`config.mk`:
```
export PLATFORM = sky130hd
export DESIGN_NAME = timer_multi
export DESIGN_NICKNAME = d
export VERILOG_FILES = /design/src/rtl/timer_multi.sv
export SDC_FILE = /design/constraint.sdc
export NUM_CORES = 1
export LEC_CHECK = 0
export BUFFER_PORTS_ARGS = -buffer_cell sky130_fd_sc_hd__buf_2
export CAP_MARGIN = 5
export CORE_MARGIN = 2
export CORE_UTILIZATION = 63
export CTS_CLUSTER_SIZE = 30
export DETAILED_ROUTE_END_ITERATION = 12
export PLACE_DENSITY = 0.81
export SETUP_SLACK_MARGIN = 0.05
export SYNTH_ARGS = -nofsm -noshare
export SYNTH_HDL_FRONTEND = slang
export SYNTH_SLANG_ARGS = --single-unit
```
`constraint.sdc`:
```
create_clock -name clk -period 11.3 [get_ports clk]
set_input_delay 2.26 -clock clk [delete_from_list [all_inputs] [get_ports clk]]
set_output_delay 2.26 -clock clk [all_outputs]
set_load 0.01 [all_outputs]
```
`src/rtl/timer_multi.sv`:
```
`timescale 1ns/1ps
`default_nettype none
// ============================================================================
// Module   : timer_multi
// Purpose  : NUM_CH independent up-counters behind one 68000-style 16-bit
//            slave port. Each channel has a power-of-two prescaler, a compare
//            register, periodic/one-shot mode and a sticky match flag with
//            an interrupt enable.
// Ports    : clk, reset      - clock, synchronous active-high reset
//            data_write      - write data (uds lane [15:8], lds lane [7:0])
//            data_read       - registered read data, 0 while ack is low
//            addr            - [7:4] channel, [3:1] register word, [0] unused
//            uds, lds, rw    - data strobes (active high), 1 = read
//            ack             - transfer acknowledge
//            overflow        - per-channel interrupt = FLAG & IRQ_EN
// Revision : 1.0 - initial release
// ============================================================================
module timer_multi #(
    parameter int NUM_CH = 2,
    parameter int CNT_W  = 32,
    parameter int PRE_W  = 5
) (
    input  logic              clk,
    input  logic              reset,
    input  logic [15:0]       data_write,
    output logic [15:0]       data_read,
    input  logic [7:0]        addr,
    input  logic              uds,
    input  logic              lds,
    input  logic              rw,
    output logic              ack,
    output logic [NUM_CH-1:0] overflow
);

    logic        w_stb;
    logic        w_wr;
    logic [2:0]  w_off;
    logic [15:0] w_rdata;
    logic [15:0] w_ch_rd [NUM_CH];
    logic        w_unused;

    assign w_stb    = uds | lds;
    // A write is committed only on the edge where ack rises.
    assign w_wr     = w_stb & ~ack & ~rw;
    assign w_off    = addr[3:1];
    assign w_unused = addr[0];

    // Byte-lane merge of a 16-bit half.
    function automatic logic [15:0] f_merge(input logic [15:0] old_val,
                                            input logic [15:0] wd,
                                            input logic        u,
                                            input logic        l);
        f_merge = {(u ? wd[15:8] : old_val[15:8]), (l ? wd[7:0] : old_val[7:0])};
    endfunction

    for (genvar i = 0; i < NUM_CH; i++) begin : g_ch
        logic [CNT_W-1:0] r_cnt;
        logic [CNT_W-1:0] r_cmp;
        logic             r_en;
        logic             r_oneshot;
        logic             r_irq_en;
        logic             r_flag;
        logic [PRE_W-1:0] r_presc;
        logic [31:0]      r_pre;

        logic [31:0]      w_cnt32;
        logic [31:0]      w_cmp32;
        logic [31:0]      w_cnt_new;
        logic [31:0]      w_cmp_new;
        logic [31:0]      w_mask;
        logic [15:0]      w_ctrl;
        logic [15:0]      w_rd;
        logic             w_sel;
        logic             w_wr_cnt;
        logic             w_wr_cmp;
        logic             w_wr_ctrl;
        logic             w_wr_stat;
        logic             w_tick;
        logic             w_match;

        assign w_cnt32 = 32'(r_cnt);
        assign w_cmp32 = 32'(r_cmp);

        assign w_sel     = w_wr && (addr[7:4] == 4'(i));
        assign w_wr_cnt  = w_sel && (w_off == 3'd0 || w_off == 3'd1);
        assign w_wr_cmp  = w_sel && (w_off == 3'd2 || w_off == 3'd3);
        assign w_wr_ctrl = w_sel && (w_off == 3'd4);
        assign w_wr_stat = w_sel && (w_off == 3'd5);

        // The 32-bit registers are written as two independent halves.
        assign w_cnt_new = (w_off == 3'd0)
            ? {f_merge(w_cnt32[31:16], data_write, uds, lds), w_cnt32[15:0]}
            : {w_cnt32[31:16], f_merge(w_cnt32[15:0], data_write, uds, lds)};
        assign w_cmp_new = (w_off == 3'd2)
            ? {f_merge(w_cmp32[31:16], data_write, uds, lds), w_cmp32[15:0]}
            : {w_cmp32[31:16], f_merge(w_cmp32[15:0], data_write, uds, lds)};

        // Low p bits of the prescaler all ones -> tick; p saturates at 31.
        always_comb begin
            if (int'(r_presc) >= 31) begin
                w_mask = 32'h7FFF_FFFF;
            end else begin
                w_mask = (32'h1 << r_presc) - 32'h1;
            end
        end

        assign w_tick = r_en && ((r_pre & w_mask) == w_mask);
        // A bus write to CNT or CTRL swallows a coincident tick entirely.
        assign w_match = w_tick && !w_wr_cnt && !w_wr_ctrl && (r_cnt == r_cmp);

        always_comb begin
            w_ctrl          = 16'h0000;
            w_ctrl[0]       = r_en;
            w_ctrl[PRE_W:1] = r_presc;
            w_ctrl[6]       = r_oneshot;
            w_ctrl[7]       = r_irq_en;
        end

        always_comb begin
            case (w_off)
                3'd0:    w_rd = w_cnt32[31:16];
                3'd1:    w_rd = w_cnt32[15:0];
                3'd2:    w_rd = w_cmp32[31:16];
                3'd3:    w_rd = w_cmp32[15:0];
                3'd4:    w_rd = w_ctrl;
                3'd5:    w_rd = {15'h0000, r_flag};
                default: w_rd = 16'h0000;
            endcase
        end

        always_ff @(posedge clk) begin
            if (reset) begin
                r_cnt     <= '0;
                r_cmp     <= '0;
                r_en      <= 1'b0;
                r_oneshot <= 1'b0;
                r_irq_en  <= 1'b0;
                r_flag    <= 1'b0;
                r_presc   <= '0;
                r_pre     <= 32'd0;
            end else begin
                r_pre <= r_en ? (r_pre + 32'd1) : 32'd0;

                if (w_wr_cmp) begin
                    r_cmp <= w_cmp_new[CNT_W-1:0];
                end

                if (w_wr_cnt) begin
                    r_cnt <= w_cnt_new[CNT_W-1:0];
                end else if (w_match) begin
                    if (!r_oneshot) begin
                        r_cnt <= '0;
                    end
                end else if (w_tick && !w_wr_ctrl) begin
                    // Natural wrap at 2^CNT_W-1 does not touch the flag.
                    r_cnt <= r_cnt + CNT_W'(1);
                end

                // All CTRL fields live in the low byte.
                if (w_wr_ctrl) begin
                    if (lds) begin
                        r_en      <= data_write[0];
                        r_presc   <= data_write[PRE_W:1];
                        r_oneshot <= data_write[6];
                        r_irq_en  <= data_write[7];
                    end
                end else if (w_match && r_oneshot) begin
                    r_en <= 1'b0;
                end

                // A new match beats a coincident write-1-to-clear.
                if (w_match) begin
                    r_flag <= 1'b1;
                end else if (w_wr_stat && lds && data_write[0]) begin
                    r_flag <= 1'b0;
                end
            end
        end

        assign w_ch_rd[i]  = w_rd;
        assign overflow[i] = r_flag & r_irq_en;
    end

    // Channels at or above NUM_CH fall through and read as zero.
    always_comb begin
        w_rdata = 16'h0000;
        for (int k = 0; k < NUM_CH; k++) begin
            if (addr[7:4] == 4'(k)) begin
                w_rdata = w_ch_rd[k];
            end
        end
    end

    always_ff @(posedge clk) begin
        if (reset) begin
            ack       <= 1'b0;
            data_read <= 16'h0000;
        end else if (w_stb) begin
            ack <= 1'b1;
            if (!ack) begin
                data_read <= rw ? w_rdata : 16'h0000;
            end
        end else begin
            ack       <= 1'b0;
            data_read <= 16'h0000;
        end
    end

endmodule
`default_nettype wire

```
==> impl_metrics.ini <==
[status]
status = finished clean

[job]
maxCapViolations = 0

[floorplanning]
initial_core_util = 0.641
core_area_um2 = 22600
die_w_um = 156
die-area_um2 = 24200
ioPinCount = 48
die_y_um = 156
rows = 55

[power]
p_leak_nw = 6.28
p_seq_frac = 0.478
power.density_nw_per_um2 = 109
ir_drop_uv = 116
switching_share = 0.240
p_clk_frac = 0.473
power.internal_mw = 1.27
switchingPower_mw = 0.403
combPwrFrac = 0.049

[clock_tree]
clk_pin_slew_ns = 0.06
clock_latency_ns = 0.53
clockRootBuffer = clkbuf_16
cts_buffers = 25
cts.sinks = 225
post_cts_resized = 0
clk_path_buf_depth = 3
post_cts_buffers = 0
htree_levels = 1
cts_tree = done
ctsHoldBuffers = 0

[final_layout]
nets = 1813
layout_common_cells = nor2_1 (229), dfxtp_1 (225), nand2_1 (136)
multi_input_area_um2 = 9140
areaGrowthSynthToFinish_pct = 5.99
layout_commonest_cell = nor2_1
ff_latch_area_um2 = 4500
fill_cells = 1949
drive_above_1_share = 0.0803

[sta]
finalCritPeriodShare = 0.509
final_max_slew_viol_count = 0
slew-limit-headroom = 0.177
setup_tns_ns = 0
rsz0062_at_grt = no
skew_ns = 0.0128
layout_setup_ws_ns = 5.55
final-setup-viol-count = 0
clock.fmax_mhz = 174
worst_pin_slew_ns = 1.23
period_needed_ns = 5.75
hold_viol = 0

[synthesis]
syn_area_um2 = 14500
synth_nets = 1888
postSynth.asyncResetShare = 0
synthDistinctLibCells = 84
ys_ff_latch = 225
synth.mux.area_fraction = 0.0642
synth_top_family_by_area = simple AND/OR/NAND/NOR gates
synthXorXnorAreaFrac = 0.0866
yosys_warnings = 0
synth-simple-area-share = 0.249
syn-instance-count = 1853
synth.yosys.seq_area_share = 0.311
ys.flop_type = dfxtp_1
synth-compound-area-share = 0.224
synth_fa_ha_area_frac = 0.00588
syn_avg_cell_area_um2 = 7.81
synth_edf_count = 0

[critical_path]
r2r_setup_slack_ns = 5.96
crit_chain = buf_2 > nor4b_4 > nor3b_1 > buf_4 > and2_1 > nor2_1 > and2_1 > or2_2 > o311ai_1
worst_ep_required_time_ns = 11.74
endpoint_kind = flip-flop
crit_path_top_delay_cell = nor4b_4
crit_type = in2reg
start_kind = input port
cp_max_fo = 20
crit_arrival_ns = 6.19
max_stage_delay_ns = 1.02
crit_path_frequent_cell = and2_1

[hold_path]
hold_path_class = reg2reg

[routing]
drt_iter0_markers = 1801
detail-route-antenna-nets = 0
avgRoutedWirePerCell_um = 21.5
via_per_inst = 6.96
via_count = 14500
drt_wl_total_um = 44800
first_pass_iters = 6
drcViolationCount = 0

[place]
place_ws_ns = 5.11
io_buffer_count = 46
gp_congestion = 0.959
dp_hpwl_um = 29800

[global_routing]
grt_pass1_wl_um = 71300
grt_antenna_before_repair = 2
grt_use_total = 0.360
gr-total-overflow = 0
grt_max_degree = 74
grt_pass1_vias = 13300
## synthesized netlist by cell type (5+ instances only)
library cell,number,share of area
and4_1,13,0.0079
nor4_1,30,0.013
xnor2_1,37,0.022
o31ai_1,36,0.019
nor3b_1,5,0.0026
and2_1,18,0.0078
or2_2,8,0.0035
a211oi_1,8,0.0042
buf_1,13,0.0034
a22oi_1,72,0.037
mux2_2,6,0.0047
a31oi_1,22,0.0095
nor3_1,28,0.0097
o221ai_1,7,0.0042
o32ai_1,9,0.0054
nand3b_1,7,0.0036
a32oi_1,54,0.033
a21oi_1,104,0.036
a221oi_1,6,0.0036
nor2_1,229,0.059
buf_2,26,0.0090
nand2_1,136,0.035
nand2b_1,11,0.0048
nand3_1,96,0.033
buf_4,6,0.0031
nor2b_1,15,0.0065
o211ai_1,11,0.0057
clkbuf_1,129,0.033
mux2i_1,86,0.060
or3_1,14,0.0061
o21bai_1,5,0.0026
nand4_1,47,0.020
o2bb2ai_1,8,0.0048
o21ai_0,45,0.016
a2bb2oi_1,7,0.0042
inv_1,28,0.0073
and3_1,35,0.015
xor2_1,106,0.064
or4_1,9,0.0047
dfxtp_1,225,0.31
ha_1,6,0.0052
## metrics by stage
stage                     cells  area (um2)  total power, mW  utilization  hold slack, ns
after floorplan            1853       14500            0.865            -           0.425
after global placement     2036       14600            0.895        0.645           0.449
after CTS                  2078       15300             1.68        0.679           0.479
after detailed placement   2036       14600            0.896        0.645           0.466
after global routing       2079       15300             1.71        0.679           0.497
final                      2080       15300             1.68        0.679           0.484
## cell type report
class	count	share of cell area
Multi-Input combinational cell	1422	0.596
Sequential cell	225	0.294
Clock buffer	34	0.0463
Timing Repair Buffer	75	0.0294
Tap cell	285	0.0233
Inverter	29	0.00710
Clock inverter	8	0.00424
Antenna cell	2	0.000326
## worst max-delay path: cells and delay by family
| kind | cells | cell delay [ns] |
|---|---|---|
| AO/OA/AOI/OAI | 1 | 0.23 |
| buffers and inverters | 2 | 0.58 |
| AND/OR/NAND/NOR | 6 | 3.08 |
## metal layers
layer	wire length, um	GRT usage	part of all wire	vias to the layer above
met5	0	0	0	-
met4	1870	0.159	0.042	0
met3	4480	0.0511	0.10	143
met2	19900	0.565	0.44	854
met1	18500	0.495	0.41	6802
li1	-	-	-	6670
## final timing paths
path / from / end / depth (start not counted)
min reg2reg: g_ch[1].r_pre[0] / g_ch[1].r_pre[0] / 1
max: addr[4] / g_ch[1].r_cnt[2] / 9
max reg2reg: g_ch[0].r_presc[1] / g_ch[0].r_cnt[6] / 12
min: g_ch[1].r_pre[0] / g_ch[1].r_pre[0] / 1
## power groups by stage
stage / clock (mW) / sequential [mW] / combinational, mW
global route: 0.825 / 0.801 / 0.0850
finish: 0.793 / 0.801 / 0.0821
detailed placement: 0 / 0.818 / 0.0782
global placement: 0 / 0.818 / 0.0771
floorplan: 0 / 0.816 / 0.0493
CTS: 0.796 / 0.800 / 0.0786
## logic make-up (layout without fill, tap and decap cells)
kind of cell               count (synthesis)  count (layout)
buffers and inverters                    206             146
xor gates and xnor gates                 143             143
adders and majority gates                  7               7
and+or+nand+nor                          723             723
muxes                                     92              92
AOI/OAI and AO/OA                        457             457
DFF                                      225             225
other                                      0               2
## state kept, by name, indices dropped and copies added, names as in the netlist
signal,count
ack,1
data_read,16
g_ch.r_cmp,64
g_ch.r_cnt,64
g_ch.r_en,2
g_ch.r_flag,2
g_ch.r_irq_en,2
g_ch.r_oneshot,2
g_ch.r_pre,62
g_ch.r_presc,10
Power figures use the tool's default switching activity.
